[src/rtl/div_pkg.sv]
// rtl/div_pkg.sv - shared divider defines used by the EX stage and the divider
package div_pkg;

  localparam logic [1:0] DivFree   = 2'b00;
  localparam logic [1:0] DivByZero = 2'b01;
  localparam logic [1:0] DivOn     = 2'b10;
  localparam logic [1:0] DivEnd    = 2'b11;

  localparam logic DivResultReady    = 1'b1;
  localparam logic DivResultNotReady = 1'b0;
  localparam logic DivStart          = 1'b1;
  localparam logic DivStop           = 1'b0;

  localparam logic [31:0] ZeroWord = 32'h0000_0000;

  typedef logic [63:0] DoubleRegBus;

endpackage

[src/rtl/div_if.sv]
// rtl/div_if.sv - EX-to-divider request/result bundle
interface div_if #(parameter int DATA_W = 32);

  logic                  signed_div_i;
  logic [DATA_W-1:0]     opdata1_i;
  logic [DATA_W-1:0]     opdata2_i;
  logic                  start_i;
  logic                  annul_i;
  logic [2*DATA_W-1:0]   result_o;
  logic                  ready_o;

  modport master (
    output signed_div_i, opdata1_i, opdata2_i, start_i, annul_i,
    input  result_o, ready_o
  );

  modport slave (
    input  signed_div_i, opdata1_i, opdata2_i, start_i, annul_i,
    output result_o, ready_o
  );

endinterface

[src/rtl/div.sv]
// rtl/div.sv - multicycle restoring divider, one quotient bit per clock
// result_o = {remainder, quotient}; signed mode divides magnitudes then fixes signs.
module div
  import div_pkg::*;
#(
  parameter int DATA_W = 32
) (
  input  logic clk,
  input  logic rst,
  div_if.slave bus
);

  localparam int              CNT_W    = $clog2(DATA_W) + 1;
  localparam logic [CNT_W-1:0] CNT_LAST = CNT_W'(DATA_W - 1);

  logic [1:0]          r_state;
  logic [CNT_W-1:0]    r_cnt;
  logic [2*DATA_W:0]   r_work;
  logic [DATA_W-1:0]   r_opd2;
  logic                r_neg_q;
  logic                r_neg_r;
  logic [2*DATA_W-1:0] r_result;
  logic                r_ready;

  logic                w_sign1;
  logic                w_sign2;
  logic [DATA_W-1:0]   w_mag1;
  logic [DATA_W-1:0]   w_mag2;
  logic [2*DATA_W:0]   w_shift;
  logic [DATA_W:0]     w_diff;
  logic [2*DATA_W:0]   w_step;
  logic [DATA_W-1:0]   w_quo_fix;
  logic [DATA_W-1:0]   w_rem_fix;

  always_comb begin
    w_sign1 = bus.signed_div_i & bus.opdata1_i[DATA_W-1];
    w_sign2 = bus.signed_div_i & bus.opdata2_i[DATA_W-1];
    w_mag1  = w_sign1 ? (~bus.opdata1_i + 1'b1) : bus.opdata1_i;
    w_mag2  = w_sign2 ? (~bus.opdata2_i + 1'b1) : bus.opdata2_i;
  end

  // The remainder field is always below the divisor, so the shifted value
  // fits in DATA_W+1 bits and the difference MSB is the borrow.
  always_comb begin
    w_shift = {r_work[2*DATA_W-1:0], 1'b0};
    w_diff  = w_shift[2*DATA_W:DATA_W] - {1'b0, r_opd2};
    if (!w_diff[DATA_W]) begin
      w_step = {w_diff, w_shift[DATA_W-1:1], 1'b1};
    end else begin
      w_step = w_shift;
    end
    w_quo_fix = r_neg_q ? (~w_step[DATA_W-1:0] + 1'b1) : w_step[DATA_W-1:0];
    w_rem_fix = r_neg_r ? (~w_step[2*DATA_W-1:DATA_W] + 1'b1)
                        : w_step[2*DATA_W-1:DATA_W];
  end

  always_ff @(posedge clk or posedge rst) begin
    if (rst) begin
      r_state  <= DivFree;
      r_cnt    <= '0;
      r_work   <= '0;
      r_opd2   <= '0;
      r_neg_q  <= 1'b0;
      r_neg_r  <= 1'b0;
      r_result <= '0;
      r_ready  <= DivResultNotReady;
    end else begin
      case (r_state)
        DivFree: begin
          r_result <= '0;
          r_ready  <= DivResultNotReady;
          if (bus.start_i == DivStart && !bus.annul_i) begin
            r_opd2  <= w_mag2;
            r_neg_q <= w_sign1 ^ w_sign2;
            r_neg_r <= w_sign1;
            r_work  <= {{(DATA_W+1){1'b0}}, w_mag1};
            r_cnt   <= '0;
            r_state <= (bus.opdata2_i == '0) ? DivByZero : DivOn;
          end
        end
        DivByZero: begin
          if (bus.annul_i) begin
            r_state <= DivFree;
          end else begin
            r_result <= '0;
            r_ready  <= DivResultReady;
            r_state  <= DivEnd;
          end
        end
        DivOn: begin
          if (bus.annul_i) begin
            r_state  <= DivFree;
            r_cnt    <= '0;
            r_result <= '0;
            r_ready  <= DivResultNotReady;
          end else begin
            r_work <= w_step;
            if (r_cnt == CNT_LAST) begin
              r_result <= {w_rem_fix, w_quo_fix};
              r_ready  <= DivResultReady;
              r_cnt    <= '0;
              r_state  <= DivEnd;
            end else begin
              r_cnt <= r_cnt + CNT_W'(1);
            end
          end
        end
        DivEnd: begin
          if (bus.start_i == DivStop) begin
            r_result <= '0;
            r_ready  <= DivResultNotReady;
            r_state  <= DivFree;
          end
        end
        default: r_state <= DivFree;
      endcase
    end
  end

  assign bus.result_o = r_result;
  assign bus.ready_o  = r_ready;

endmodule

[src/flat_wrapper.sv]
// flat-port wrapper written by rule: the top's interface ports become plain ports
module div_flat import div_pkg::*;
#(
  parameter int DATA_W = 32
)
  (clk, rst, bus_signed_div_i, bus_opdata1_i, bus_opdata2_i, bus_start_i, bus_annul_i, bus_result_o, bus_ready_o);
  div_if #(.DATA_W(DATA_W)) bus_i ();
  input  logic clk;
  input  logic rst;
  input wire logic [$bits(bus_i.signed_div_i)-1:0] bus_signed_div_i;
  input wire logic [$bits(bus_i.opdata1_i)-1:0] bus_opdata1_i;
  input wire logic [$bits(bus_i.opdata2_i)-1:0] bus_opdata2_i;
  input wire logic [$bits(bus_i.start_i)-1:0] bus_start_i;
  input wire logic [$bits(bus_i.annul_i)-1:0] bus_annul_i;
  output wire logic [$bits(bus_i.result_o)-1:0] bus_result_o;
  output wire logic [$bits(bus_i.ready_o)-1:0] bus_ready_o;
  assign bus_i.signed_div_i = bus_signed_div_i;
  assign bus_i.opdata1_i = bus_opdata1_i;
  assign bus_i.opdata2_i = bus_opdata2_i;
  assign bus_i.start_i = bus_start_i;
  assign bus_i.annul_i = bus_annul_i;
  assign bus_result_o = bus_i.result_o;
  assign bus_ready_o = bus_i.ready_o;
  div #(.DATA_W(DATA_W)) u_core (.clk(clk), .rst(rst), .bus(bus_i));
endmodule
[config.mk]
export PLATFORM = sky130hd
export DESIGN_NAME = div_flat
export DESIGN_NICKNAME = d
export VERILOG_FILES = /design/src/rtl/div_pkg.sv /design/src/rtl/div_if.sv /design/src/rtl/div.sv /design/src/flat_wrapper.sv
export SDC_FILE = /design/constraint.sdc
export NUM_CORES = 1
export LEC_CHECK = 0
export CAP_MARGIN = 20
export CORE_ASPECT_RATIO = 1.1
export CORE_MARGIN = 2
export CORE_UTILIZATION = 35
export DETAILED_ROUTE_END_ITERATION = 6
export MAX_ROUTING_LAYER = met4
export PLACE_DENSITY = 0.54
export SLEW_MARGIN = 30
export SYNTH_ARGS = -nofsm -noshare
export SYNTH_HDL_FRONTEND = slang
export SYNTH_SLANG_ARGS = --single-unit
[constraint.sdc]
create_clock -name clk -period 5.8 [get_ports clk]
set_input_delay 1.16 -clock clk [delete_from_list [all_inputs] [get_ports clk]]
set_output_delay 1.16 -clock clk [all_outputs]
set_load 0.01 [all_outputs]
==> summary.md <==
| Metric | Value |
|---|---|
| Register area share after synthesis | 35.1% |
| Worst R2R Setup Slack | 1140 ps |
| Hold crit path type | reg -> reg |
| Fraction of layout cells with a size suffix above 1 | 4.40% |
| DP HPWL | 30400 microns |
| Syn-to-layout area delta | 18.9% |
| Skew-Pair Late Insertion Delay | 450 ps |
| Setup TNS | 0 ps |
| F_max | 214 MHz |
| CP startpoint | u_core.r_work[31] |
| CP top delay family | simple AND/OR/NAND/NOR gates |
| Post-CTS setup buffers | 0 |
| FF-to-FF End | u_core.bus.result_o[28] |
| Flops & latches, synth | 171 |
| Setup CP Type | reg -> reg |
| Core area | 34300 sq um |
| Avg WL per Cell | 19.0 microns |
| First-pass GRT wire length | 63300 microns |
| Full die area | 36300 sq um |
| Commonest cells after routing, fill and taps aside | nand2_1, o21ai_0, dfrtp_1 |
| Synth Cell Area | 12200 sq um |
| GRT Resource Usage Total | 22.8% |
| Post_cts resized | 0 |
| Bufs on Longest Clock Path | 2 |
| Post-Layout Cell Count | 2075 |
| VDD IR max | 228 uV |
| DRT Pass-1 Iters | 5 |
| DR vias | 11400 |
| DRT antenna net count | 0 |
| Placed Cells | 2043 |
| Syn Area/Cell | 7.93 sq um |
| CP Max Fanout | 14 |
| Share of flip-flops with an asynchronous set or reset | 100% |
| Critical path depth in cells | 19 |
| Largest net degree at the start of global routing | 92 |
| Drt total wl | 39500 microns |
| Status | finished, final reports clean |
| WP data required | 6110 ps |
| Setup crit end kind | flip-flop |
| Post-CTS Hold Buffers | 0 |
| FF-to-FF Start | u_core.r_work[31] |
| Skew final | 17.9 ps |
| LEAKAGE | 6.00 nW |
| Syn. warnings | 0 |
| Worst slew pin tran | 974 ps |
| Startpoint types | flip-flop |
| Starting Density | 35.6% |
| Initial antenna violation count | 0 |
| Site Rows | 71 |
| Clock tree from TritonCTS | yes |
| Worst Path Buf+Inv | 4 |
| Slew HR | 35.1% |
| Critical path data arrival time | 4980 ps |
| Worst-path cell chain | inv_1 -> ha_1 -> inv_1 -> fa_1 -> a211oi_2 -> o211ai_1 -> nand3_1 -> a21oi_1 -> o211a_1 -> buf_4 -> inv_2 -> ha_1 -> nand2_1 -> or3_1 -> nor3_1 -> nand2_1 -> o41ai_1 -> xor2_1 -> o21ai_0 |
| Die Width | 182 microns |
| Min cycle time layout | 4660 ps |
| Port bufs | 133 |
| Vias in the first global route | 11100 |
| EDFF count, synth | 0 |
| Die Span Y | 200 microns |
| Most common cell after layout, fill and taps aside | nand2_1 |
| Final worst setup slack | 1140 ps |
| Via density | 5.50 |
| Gr ovfl total | 0 |
| Tot Pwr | 6.05 mW |
| Final hold vios | 0 |
| Pwr/cell area | 417 nW/um^2 |
| Tcrit/Tclk final | 80.4% |
| Critical path destination | u_core.bus.result_o[28] |
| CTS Buf Count | 17 |
| Remaining DRCs | 0 |
| DRT iter0 DRCs | 782 |
| Distinct cells, synth | 75 |
| FF-to-FF path depth | 19 |
| CTS Sinks | 171 |
| H-Tree Depth | 4 |
| Final Max Slew Viols | 0 |
| Final setup fails | 0 |
| # fillers | 3484 |
| Diodes inserted | 0 |
| Nets | 1735 |
| Post-Syn Nets | 1649 |
| Clock Tree Root | clkbuf_16 |
| RSZ-0062 raised after global routing | no |
| Slowest cell on crit path | or3_1 |
| Worst path max stage delay | 470 ps |
| Max-cap violations | 0 |
| Final Wtd Congestion | 0.923 |
| I/O pins | 134 |
| Primary FF master, synth | dfrtp_1 |
| Clk pin slew, worst setup/hold paths | 80 ps |
| Setup WS pre-CTS | 1180 ps |
| Gate Count Post-Synth | 1538 |
-- power breakdown --
| part | leakage [nW] | switching (mW) | internal, mW |
|---|---|---|---|
| Clock | 0.301 | 0.586 | 0.663 |
| Combinational | 3.42 | 1.86 | 1.09 |
| Sequential | 2.28 | 0.336 | 1.51 |
-- cell type report --
cell class | instances | area [sq um] | area share (%)
multi-input cells | 1227 | 7360 | 50.8
inverters | 59 | 226 | 1.56
flip-flops and latches | 171 | 4280 | 29.5
repair buffers | 148 | 1460 | 10.0
well taps | 438 | 548 | 3.78
clock buffers | 17 | 425 | 2.93
clock inverters | 15 | 204 | 1.41
-- cell families after synthesis --
logic type,synth area share [%]
compound gates,23.3
simple gates,20.7
fa+ha+maj,4.37
flops,35.1
xor+xnor,9.41
mux,2.49
buf+inv,4.66
-- cell usage after synthesis, types with 6 or more instances --
master    count  area [sq um]
nand2_1     268          1010
a211oi_1      9          67.6
a21o_1       10          75.1
dfrtp_1     171          4280
xnor2_1      70           613
o21a_1        9          67.6
o21ai_0     232          1160
xor2_1       61           534
a21oi_1     107           536
or3_1        18           113
nor2_1       82           308
nand4_1       7          43.8
clkbuf_1     62           233
inv_1        56           210
and3_1        8          50.1
nor4_1       16           100
a31oi_1      11          68.8
ha_1         41           513
buf_2         6          30.0
nand3_1      21           105
o31ai_1      22           165
mux2i_1      27           270
or4_1        11          82.6
and2_1       22           138
or2_2         6          37.5
nand2b_1     18           113
o41ai_1      10          87.6
nor3_1       42           210
-- metrics by stage --
stage / instance area (sq um) / utilization, % / hold WS, ps
after global placement: 13900 / 40.4 / 466
after global routing: 14500 / 42.3 / 506
after floorplan: 12200 / - / 448
after detailed placement: 13900 / 40.5 / 471
after CTS: 14500 / 42.3 / 486
final: 14500 / 42.3 / 478
-- state kept, by name, summed over array words and instances, names as in the netlist --
register and flops:
u_core.bus.result_o 64, u_core.r_state 2, u_core.r_neg_q 1, u_core.r_cnt 6, u_core.r_neg_r 1, u_core.r_work 64
u_core.bus.ready_o 1, u_core.r_opd2 32
-- per-layer routing --
metal	vias to the layer above	share of wire (%)	GRT usage (%)	wire length, microns
li1	5596	-	-	-
met1	5529	47	31.0	18700
met2	255	47	36.7	18700
met3	40	3.5	2.12	1370
met4	0	1.7	5.79	690
met5	-	0	-	0
-- tightest hold or removal path: stages, from the launching register on --
cell and delay (ps):
dfrtp_1 350, nand2_1 40, o21ai_0 50
-- worst min path at each step --
stage                                       start                      end  cells after the start  slack, ps
after floorplan                   u_core.r_cnt[5]          u_core.r_cnt[5]                      1        450
after global placement          u_core.r_opd2[13]        u_core.r_opd2[13]                      2        470
after detailed placement  u_core.bus.result_o[42]  u_core.bus.result_o[42]                      2        470
after CTS                       u_core.r_opd2[13]        u_core.r_opd2[13]                      2        490
after global routing              u_core.r_cnt[0]          u_core.r_cnt[0]                      1        510
final                     u_core.bus.result_o[42]  u_core.bus.result_o[42]                      2        480
Note: power is estimated with default switching activity, not from simulation.
